===== config.mk =====
export PLATFORM = sky130hd
export DESIGN_NAME = mul_share_arbiter
export DESIGN_NICKNAME = d
export VERILOG_FILES = /design/src/rtl/int_alu_pkg.sv /design/src/rtl/mul_arb_pick.sv /design/src/rtl/multiplier_4bit_carry.sv /design/src/rtl/mul_share_arbiter.sv
export SDC_FILE = /design/constraint.sdc
export NUM_CORES = 1
export LEC_CHECK = 0
export ABC_AREA = 1
export CAP_MARGIN = 5
export CORE_MARGIN = 1.5
export CORE_UTILIZATION = 50
export CTS_CLUSTER_DIAMETER = 50
export DETAILED_ROUTE_END_ITERATION = 8
export PLACE_DENSITY = 0.95
export SYNTH_ARGS = -nofsm -noshare
export SYNTH_HDL_FRONTEND = slang
export SYNTH_SLANG_ARGS = --single-unit
export TNS_END_PERCENT = 10

===== constraint.sdc =====
create_clock -name clk -period 5.12 [get_ports clk]
set_input_delay 0.512 -clock clk [delete_from_list [all_inputs] [get_ports clk]]
set_output_delay 0.512 -clock clk [all_outputs]
set_load 0.05 [all_outputs]

===== src/rtl/int_alu_pkg.sv =====
// Shared Int_ALU definitions: multiplier widths and the arbiter FSM state encoding.
package int_alu_pkg;

    localparam int MUL_W      = 4;
    localparam int MUL_FULL_W = 8;

    typedef enum logic [1:0] {
        IDLE = 2'd0,
        EXEC = 2'd1,
        RESP = 2'd2
    } mul_arb_state_t;

endpackage


===== src/rtl/mul_arb_pick.sv =====
// Combinational one-hot picker: first valid request found searching upward
// from ptr_i with wrap-around. ptr_i = 0 gives plain lowest-index priority.
module mul_arb_pick #(
    parameter int NUM_REQ = 4,
    parameter int ID_W    = $clog2(NUM_REQ)
) (
    input  logic [NUM_REQ-1:0] req_valid_i,
    input  logic [ID_W-1:0]    ptr_i,
    output logic [NUM_REQ-1:0] gnt_o,
    output logic [ID_W-1:0]    gnt_id_o,
    output logic               any_o
);

    always_comb begin
        int              pos;
        logic [ID_W-1:0] idx;
        gnt_o    = '0;
        gnt_id_o = '0;
        any_o    = 1'b0;
        for (int k = 0; k < NUM_REQ; k++) begin
            pos = (int'(ptr_i) + k) % NUM_REQ;
            idx = ID_W'(pos);
            if (!any_o && req_valid_i[idx]) begin
                gnt_o[idx] = 1'b1;
                gnt_id_o   = idx;
                any_o      = 1'b1;
            end
        end
    end

endmodule


===== src/rtl/multiplier_4bit_carry.sv =====
// Int_ALU 4-bit multiplier: full = a*b + carry_in; product is the low nibble,
// carry_out flags any bit set in the high nibble.
module multiplier_4bit_carry
    import int_alu_pkg::*;
(
    input  logic [MUL_W-1:0] a,
    input  logic [MUL_W-1:0] b,
    input  logic             carry_in,
    output logic [MUL_W-1:0] product,
    output logic             carry_out
);

    logic [MUL_FULL_W-1:0] full;

    assign full      = MUL_FULL_W'(a) * MUL_FULL_W'(b) + MUL_FULL_W'(carry_in);
    assign product   = full[MUL_W-1:0];
    assign carry_out = |full[MUL_FULL_W-1:MUL_W];

endmodule


===== src/rtl/mul_share_arbiter.sv =====
// Arbitrated front end sharing one multiplier_4bit_carry among NUM_REQ requesters.
// Define MUL_ARB_RR_EN for round-robin arbitration; otherwise lowest index wins.
module mul_share_arbiter
    import int_alu_pkg::*;
#(
    parameter int NUM_REQ = 4,
    parameter int ID_W    = $clog2(NUM_REQ)
) (
    input  logic                     clk,
    input  logic                     rst_n,
    input  logic [NUM_REQ-1:0]       req_valid,
    output logic [NUM_REQ-1:0]       req_ready,
    input  logic [MUL_W*NUM_REQ-1:0] req_a,
    input  logic [MUL_W*NUM_REQ-1:0] req_b,
    input  logic [NUM_REQ-1:0]       req_cin,
    output logic                     rsp_valid,
    input  logic                     rsp_ready,
    output logic [ID_W-1:0]          rsp_id,
    output logic [MUL_W-1:0]         rsp_product,
    output logic                     rsp_carry_out,
    output logic                     busy
);

    mul_arb_state_t state_q, state_d;

    logic [MUL_W-1:0]   op_a_q, op_b_q;
    logic               op_cin_q;
    logic [ID_W-1:0]    op_id_q;
    logic [MUL_W-1:0]   res_prod_q;
    logic               res_co_q;
    logic [ID_W-1:0]    rsp_id_q;
    logic               rsp_valid_q;
    logic               busy_q;

    logic [NUM_REQ-1:0] gnt;
    logic [ID_W-1:0]    gnt_id;
    logic               gnt_any;
    logic [ID_W-1:0]    ptr;
    logic               accept;
    logic               consume;
    logic [MUL_W-1:0]   mul_prod;
    logic               mul_co;

    mul_arb_pick #(
        .NUM_REQ (NUM_REQ),
        .ID_W    (ID_W)
    ) u_pick (
        .req_valid_i (req_valid),
        .ptr_i       (ptr),
        .gnt_o       (gnt),
        .gnt_id_o    (gnt_id),
        .any_o       (gnt_any)
    );

`ifdef MUL_ARB_RR_EN
    logic [ID_W-1:0] ptr_q, ptr_d;

    always_comb begin
        ptr_d = ptr_q;
        if (accept) begin
            ptr_d = (gnt_id == ID_W'(NUM_REQ - 1)) ? '0 : gnt_id + 1'b1;
        end
    end

    always_ff @(posedge clk or negedge rst_n) begin
        if (!rst_n) begin
            ptr_q <= '0;
        end else begin
            ptr_q <= ptr_d;
        end
    end

    assign ptr = ptr_q;
`else
    assign ptr = '0;
`endif

    multiplier_4bit_carry u_mul (
        .a         (op_a_q),
        .b         (op_b_q),
        .carry_in  (op_cin_q),
        .product   (mul_prod),
        .carry_out (mul_co)
    );

    // Grant is visible only in IDLE and is forced low while reset is asserted.
    always_comb begin
        req_ready = '0;
        if (rst_n && state_q == IDLE) begin
            req_ready = gnt;
        end
        accept  = (state_q == IDLE) && gnt_any;
        consume = (state_q == RESP) && rsp_ready;
    end

    always_comb begin
        state_d = state_q;
        unique case (state_q)
            IDLE:    if (accept)  state_d = EXEC;
            EXEC:                 state_d = RESP;
            RESP:    if (consume) state_d = IDLE;
            default:              state_d = IDLE;
        endcase
    end

    always_ff @(posedge clk or negedge rst_n) begin
        if (!rst_n) begin
            state_q     <= IDLE;
            op_a_q      <= '0;
            op_b_q      <= '0;
            op_cin_q    <= 1'b0;
            op_id_q     <= '0;
            res_prod_q  <= '0;
            res_co_q    <= 1'b0;
            rsp_id_q    <= '0;
            rsp_valid_q <= 1'b0;
            busy_q      <= 1'b0;
        end else begin
            state_q     <= state_d;
            rsp_valid_q <= (state_d == RESP);
            busy_q      <= (state_d != IDLE);
            if (accept) begin
                op_a_q   <= req_a[MUL_W*int'(gnt_id) +: MUL_W];
                op_b_q   <= req_b[MUL_W*int'(gnt_id) +: MUL_W];
                op_cin_q <= req_cin[gnt_id];
                op_id_q  <= gnt_id;
            end
            if (state_q == EXEC) begin
                res_prod_q <= mul_prod;
                res_co_q   <= mul_co;
                rsp_id_q   <= op_id_q;
            end
        end
    end

    assign rsp_valid     = rsp_valid_q;
    assign rsp_id        = rsp_id_q;
    assign rsp_product   = res_prod_q;
    assign rsp_carry_out = res_co_q;
    assign busy          = busy_q;

endmodule


# Word level (Yosys, flattened, before mapping)
# Cells that the tools add are included.
dict set report classes {
  n_reduce_logical 12
  div 0
  n_mux 17
  n_bitwise 0
  n_addsub 1
  n_shift 2
  n_lt_le_gt_ge 1
  mul 1
  eq_ne 3
}
# operator count
set ops {}
lappend ops {{$shiftx A16 B5 Y4} 2}
lappend ops {{$mux W2} 5}
lappend ops {{$add A8 B1 Y8} 1}
lappend ops {{$mul A4 B4 Y8} 1}
lappend ops {{$mux W4} 2}
lappend ops {{$mux W1} 7}
lappend ops {{$logic_and A1 B1 Y1} 6}
lappend ops {{$pmux W2 S3} 1}
lappend ops {{$eq A2 B2 Y1 const B} 2}
lappend ops {{$reduce_or A4 Y1} 1}
lappend ops {{$logic_not A1 Y1} 3}
lappend ops {{$lt A2 B3 Y1 const B} 1}
lappend ops {{$mux W3} 1}
lappend ops {{$bmux W1 S2} 1}
lappend ops {{$eq A2 B1 Y1 const B} 1}
lappend ops {{$logic_not A2 Y1} 1}
lappend ops {{$reduce_bool A2 Y1} 1}
dict set report totals {
  wordCells 47
  reg_bits 22
  rom_bits 0
  inputBits 43
  latchBits 0
  output_inout_bits 13
  memories 0
  mem_bits_rw 0
}

# Logic depth before layout (Yosys ltp)
dict set report logic_depth {
  word_depth 14
  depth_mapped 17
  depth_no_buf 17
}

# Modules after synthesis
# Synthesis repeated with hierarchy kept, for this count alone.
dict set report hier_totals {
  cells_unflattened 354
  hier_area_um2 2331.0
}
# mod area_per_inst_um2 seq_area_each_um2 cells_per_inst instances
set by_module_without_submodules {}
lappend by_module_without_submodules {mul_share_arbiter 1333.8 550.5 188 1}
lappend by_module_without_submodules {multiplier_4bit_carry 556.8 0.0 92 1}
lappend by_module_without_submodules {mul_arb_pick 440.4 0.0 74 1}

# Worst setup path after synthesis
# No wires, ideal clock.
dict set report synth_path {
  path_type {flip-flop to output port}
  from {reg state_q[1]}
  to {out req_ready[2]}
  slack_ps 2503
  t_arrival_ps 2105
  n_path_buf 0
  required_time_ps 4608
  path_stages_with_launch 4
  cell_sequence {dfrtp_1 nor2_1 nand2_1 nor4_1}
}
dict set report synth_via {
  elab_chain_cells 3
}
# element line_no
set synth_rtl {}
lappend synth_rtl {{from (decl)} mul_share_arbiter.sv:24} ;# mul_arb_state_t state_q, state_d;
lappend synth_rtl {{from (signal assigned)} mul_share_arbiter.sv:119} ;# state_q <= state_d;
lappend synth_rtl {{$logic_not A2 Y1} mul_share_arbiter.sv:89} ;# if (rst_n && state_q == IDLE) begin
lappend synth_rtl {{$logic_and A1 B1 Y1} mul_share_arbiter.sv:89}
lappend synth_rtl {{$mux W4} mul_share_arbiter.sv:89}
lappend synth_rtl {{to (decl)} mul_share_arbiter.sv:12} ;# output logic [NUM_REQ-1:0] req_ready,
# Every way passes these cells.

# Worst setup path after layout
dict set report layout_path {
  from {in rst_n}
  to {out req_ready[2]}
}
dict set report layout_via {
  elab_chain_cells 2
}
# element line_no
set layout_rtl {}
lappend layout_rtl {{from (decl)} mul_share_arbiter.sv:10} ;# input logic rst_n,
lappend layout_rtl {{$logic_and A1 B1 Y1} mul_share_arbiter.sv:89}
lappend layout_rtl {{$mux W4} mul_share_arbiter.sv:89}
# Every way passes these cells.

==> flow_metrics.env <==
export IMPL_outcome="finished clean"
export IMPL_crit_slowest_cell="clkdlybuf4s50_1"
export IMPL_dpl_hpwl_um=3125
export IMPL_yosysMostFrequentCell="nand2_1"
export IMPL_setup_slack_ns=2.175
export IMPL_drtPass1Iterations=4
export IMPL_synth_net_count=330
export IMPL_ir_drop_mv=0.1816
export IMPL_tns_ns=0
export IMPL_synthFlopType="dfrtp_1"
export IMPL_ys_ff_latch=22
export IMPL_max_stage_delay_ns=0.84
export IMPL_pre_cts_ws_ns=2.135
export IMPL_avgSynthCellArea_sq_um=6.558
export IMPL_ys_types=22
export IMPL_drc=0
export IMPL_tightest_slew_ns=0.6397
export IMPL_h_tree_depth=1
export IMPL_hp_start="rsp_product[2]$_DFFE_PN0N_"
export IMPL_syn_inst=269
export IMPL_critical_path_top_delay_family="buffers and inverters"
export IMPL_maxCapViolations=0
export IMPL_synthTopCellsByArea="dfrtp_1 (31%), nand2_1 (22%), inv_1 (10%)"
export IMPL_cts_sinks=22
export IMPL_crit_path_max_fanout=23
export IMPL_netlist_top_cell_by_area="dfrtp_1"
export IMPL_final_area_sq_mm=0.002390
export IMPL_holdBufCountCts=0
export IMPL_grt_pass1_vias=1674
export IMPL_async_reset_ff_frac=1.000
export IMPL_final_min_clock_period_ns=2.945
export IMPL_startpoint_type="primary input"
export IMPL_crit_top_cell="clkdlybuf4s50_1"
export IMPL_hp_class="flip-flop to flip-flop"
export IMPL_grt_overflow_total=0
export IMPL_fp_coreArea_sq_mm=0.003363
export IMPL_p_leak_nw=1.314
export IMPL_grt_pass1_wl_um=6575
export IMPL_reg2reg_depth=14
export IMPL_rr_startpoint="op_a_q[0]$_DFFE_PN0P_"
export IMPL_rsz0062_at_grt="false"
export IMPL_slew_headroom=0.5707
export IMPL_slew_violations=0
export IMPL_crit_type="primary input to primary output"
export IMPL_clk_pin_slew_ns=0.12
export IMPL_portBuffers=55
export IMPL_fin_skew_ns=0.007008
export IMPL_cts_tree="done"
export IMPL_synth_edff_count=0
export IMPL_nets=387
export IMPL_cp_cell_sequence="clkdlybuf4s50_1 -> buf_4 -> nand2_1 -> nor4_1 -> clkdlybuf4s50_1"
export IMPL_die_h_um=62.40
export IMPL_setup_violations=0
export IMPL_die_w_um=62.40
export IMPL_crit_buf_inv=3
export IMPL_cp_arrival_ns=2.43
export IMPL_routedWlPerCell_um=9.784
export IMPL_worstSkewPairLatency_ns=0.30
export IMPL_clk_path_buf_depth=2
export IMPL_avgViaCountPerCell=4.811
export IMPL_wirelength_um=3630
export IMPL_seq_area_frac_synth=0.3121
export IMPL_synth_top_area_frac=0.3121
export IMPL_start_util=0.5246
export IMPL_post_cts_resized=0
export IMPL_place_gp_congestion=0.8389
export IMPL_fmax_mhz=339.5
export IMPL_clockRootBuffer="clkbuf_4"
export IMPL_power_density_mw_per_mm2=472.7
export IMPL_total_power_mw=1.130
export IMPL_synthToLayoutAreaGrowth_pct=35.46
export IMPL_post_cts_buffers=0
export IMPL_num_fill_cells=284
export IMPL_io_pins=56
export IMPL_ant_nets=0
export IMPL_grt_total_usage=0.1995
export IMPL_whs_endpoint="rsp_product[2]$_DFFE_PN0N_"
export IMPL_ys_top_cells_by_count="nand2_1 (105), inv_1 (49), dfrtp_1 (22), o21ai_0 (19), nor2_1 (17)"
export IMPL_crit_required_ns=4.61
export IMPL_die_area_sq_mm=0.003894
export IMPL_hold_viol_final=0
export IMPL_utilization=0.7106
export IMPL_drt_iter0_markers=90
export IMPL_fp_row_count=21
export IMPL_grt_start_max_net_pins=24
export IMPL_place_area_sq_mm=0.002354
export IMPL_ys_warn_count=0
export IMPL_mappedNetlistArea_sq_mm=0.001764
export IMPL_rr_endpoint="rsp_carry_out$_DFFE_PN0N_"
export IMPL_drive_gt1_frac=0.03692
export IMPL_antenna_found_initial=0
export IMPL_cts_made_buffers=3
export IMPL_hold_path_cell_count=2
export IMPL_antennaDiodeCount=0
export IMPL_vias=1785
export IMPL_finalCritPeriodShare=0.5753
export IMPL_worstSetupEndpointType="primary output"
export IMPL_ff2ff_setup_slack_ns=2.41
==> per-layer routing <==
layer | part of all wire | track usage
met4 | 0.013 | 0.03611
met3 | 0.061 | 0.03063
met5 | 0 | 0
met1 | 0.44 | 0.2348
met2 | 0.49 | 0.3831
==> kinds of logic after synthesis <==
family          after synthesis  share of synthesized area
flops                        22                     0.3121
fa+ha+maj                    18                     0.1447
compound gates               36                     0.1043
buf+inv                      55                     0.1234
simple gates                138                     0.3156
==> stage by stage <==
| step | std cells | hold WS [ns] |
|---|---|---|
| after floorplan | 269 | 0.2164 |
| after global placement | 367 | 0.4528 |
| after detailed placement | 367 | 0.4617 |
| after CTS | 371 | 0.4902 |
| after global routing | 371 | 0.5194 |
| final | 371 | 0.4909 |
==> worst max path at each step <==
stage	end	slack, ns	depth (start not counted)	start
after floorplan	req_ready[2]	2.50	3	state_q[1]$_DFF_PN0_
after global placement	req_ready[2]	2.17	5	rst_n
after detailed placement	req_ready[2]	2.13	5	rst_n
after CTS	req_ready[2]	2.14	5	rst_n
after global routing	req_ready[2]	2.04	5	rst_n
final	req_ready[2]	2.17	5	rst_n
==> state kept, by name, indices dropped and copies added (netlist names) <==
name	cells
rsp_product	4
op_b_q	4
op_a_q	4
op_id_q	2
rsp_valid	1
rsp_carry_out	1
state_q	2
rsp_id	2
busy	1
op_cin_q	1
==> area by class of cell <==
type,count,area (sq um),area share
flip-flops and latches,22,550.5,0.2304
inverters,51,191.4,0.08010
clock buffers,4,36.28,0.01518
multi-input cells,192,996.0,0.4168
repair buffers,56,558.0,0.2335
well taps,46,57.56,0.02408
==> report_power, final <==
part	leakage [nW]	switching, mW	internal (mW)	total [mW]
clock	0.0210	0.0476	0.0433	0.0910
combinational	1.02	0.450	0.268	0.718
sequential	0.273	0.0647	0.256	0.320
total	1.31	0.563	0.567	1.13
==> worst register-to-register path: cells and delay by family (launching register included) <==
family	cells	cell delay, ns
adder cells (fa/ha/maj)	3	1.40
AND/OR/NAND/NOR	9	0.71
flip-flops	1	0.44
buffers and inverters	2	0.07
==> cell usage in the layout (no fill, tap or decap) <==
cell and instances:
inv_1 49, nand2_4 1, nand4_1 1, or2_2 1, nand3_1 8, inv_2 1, nand2_1 105, buf_4 1
clkbuf_4 3, clkdlybuf4s50_1 55, clkbuf_8 1, ha_1 14, nor2_1 17, o21ai_1 14, nor4_1 1, or2_1 1
clkinv_1 1, fa_1 4, o21ai_2 1, dfrtp_1 22, o21ai_0 19, a21oi_1 2, nor2_2 2, nand3_2 1
No activity file was read; power rests on OpenSTA's default activity.
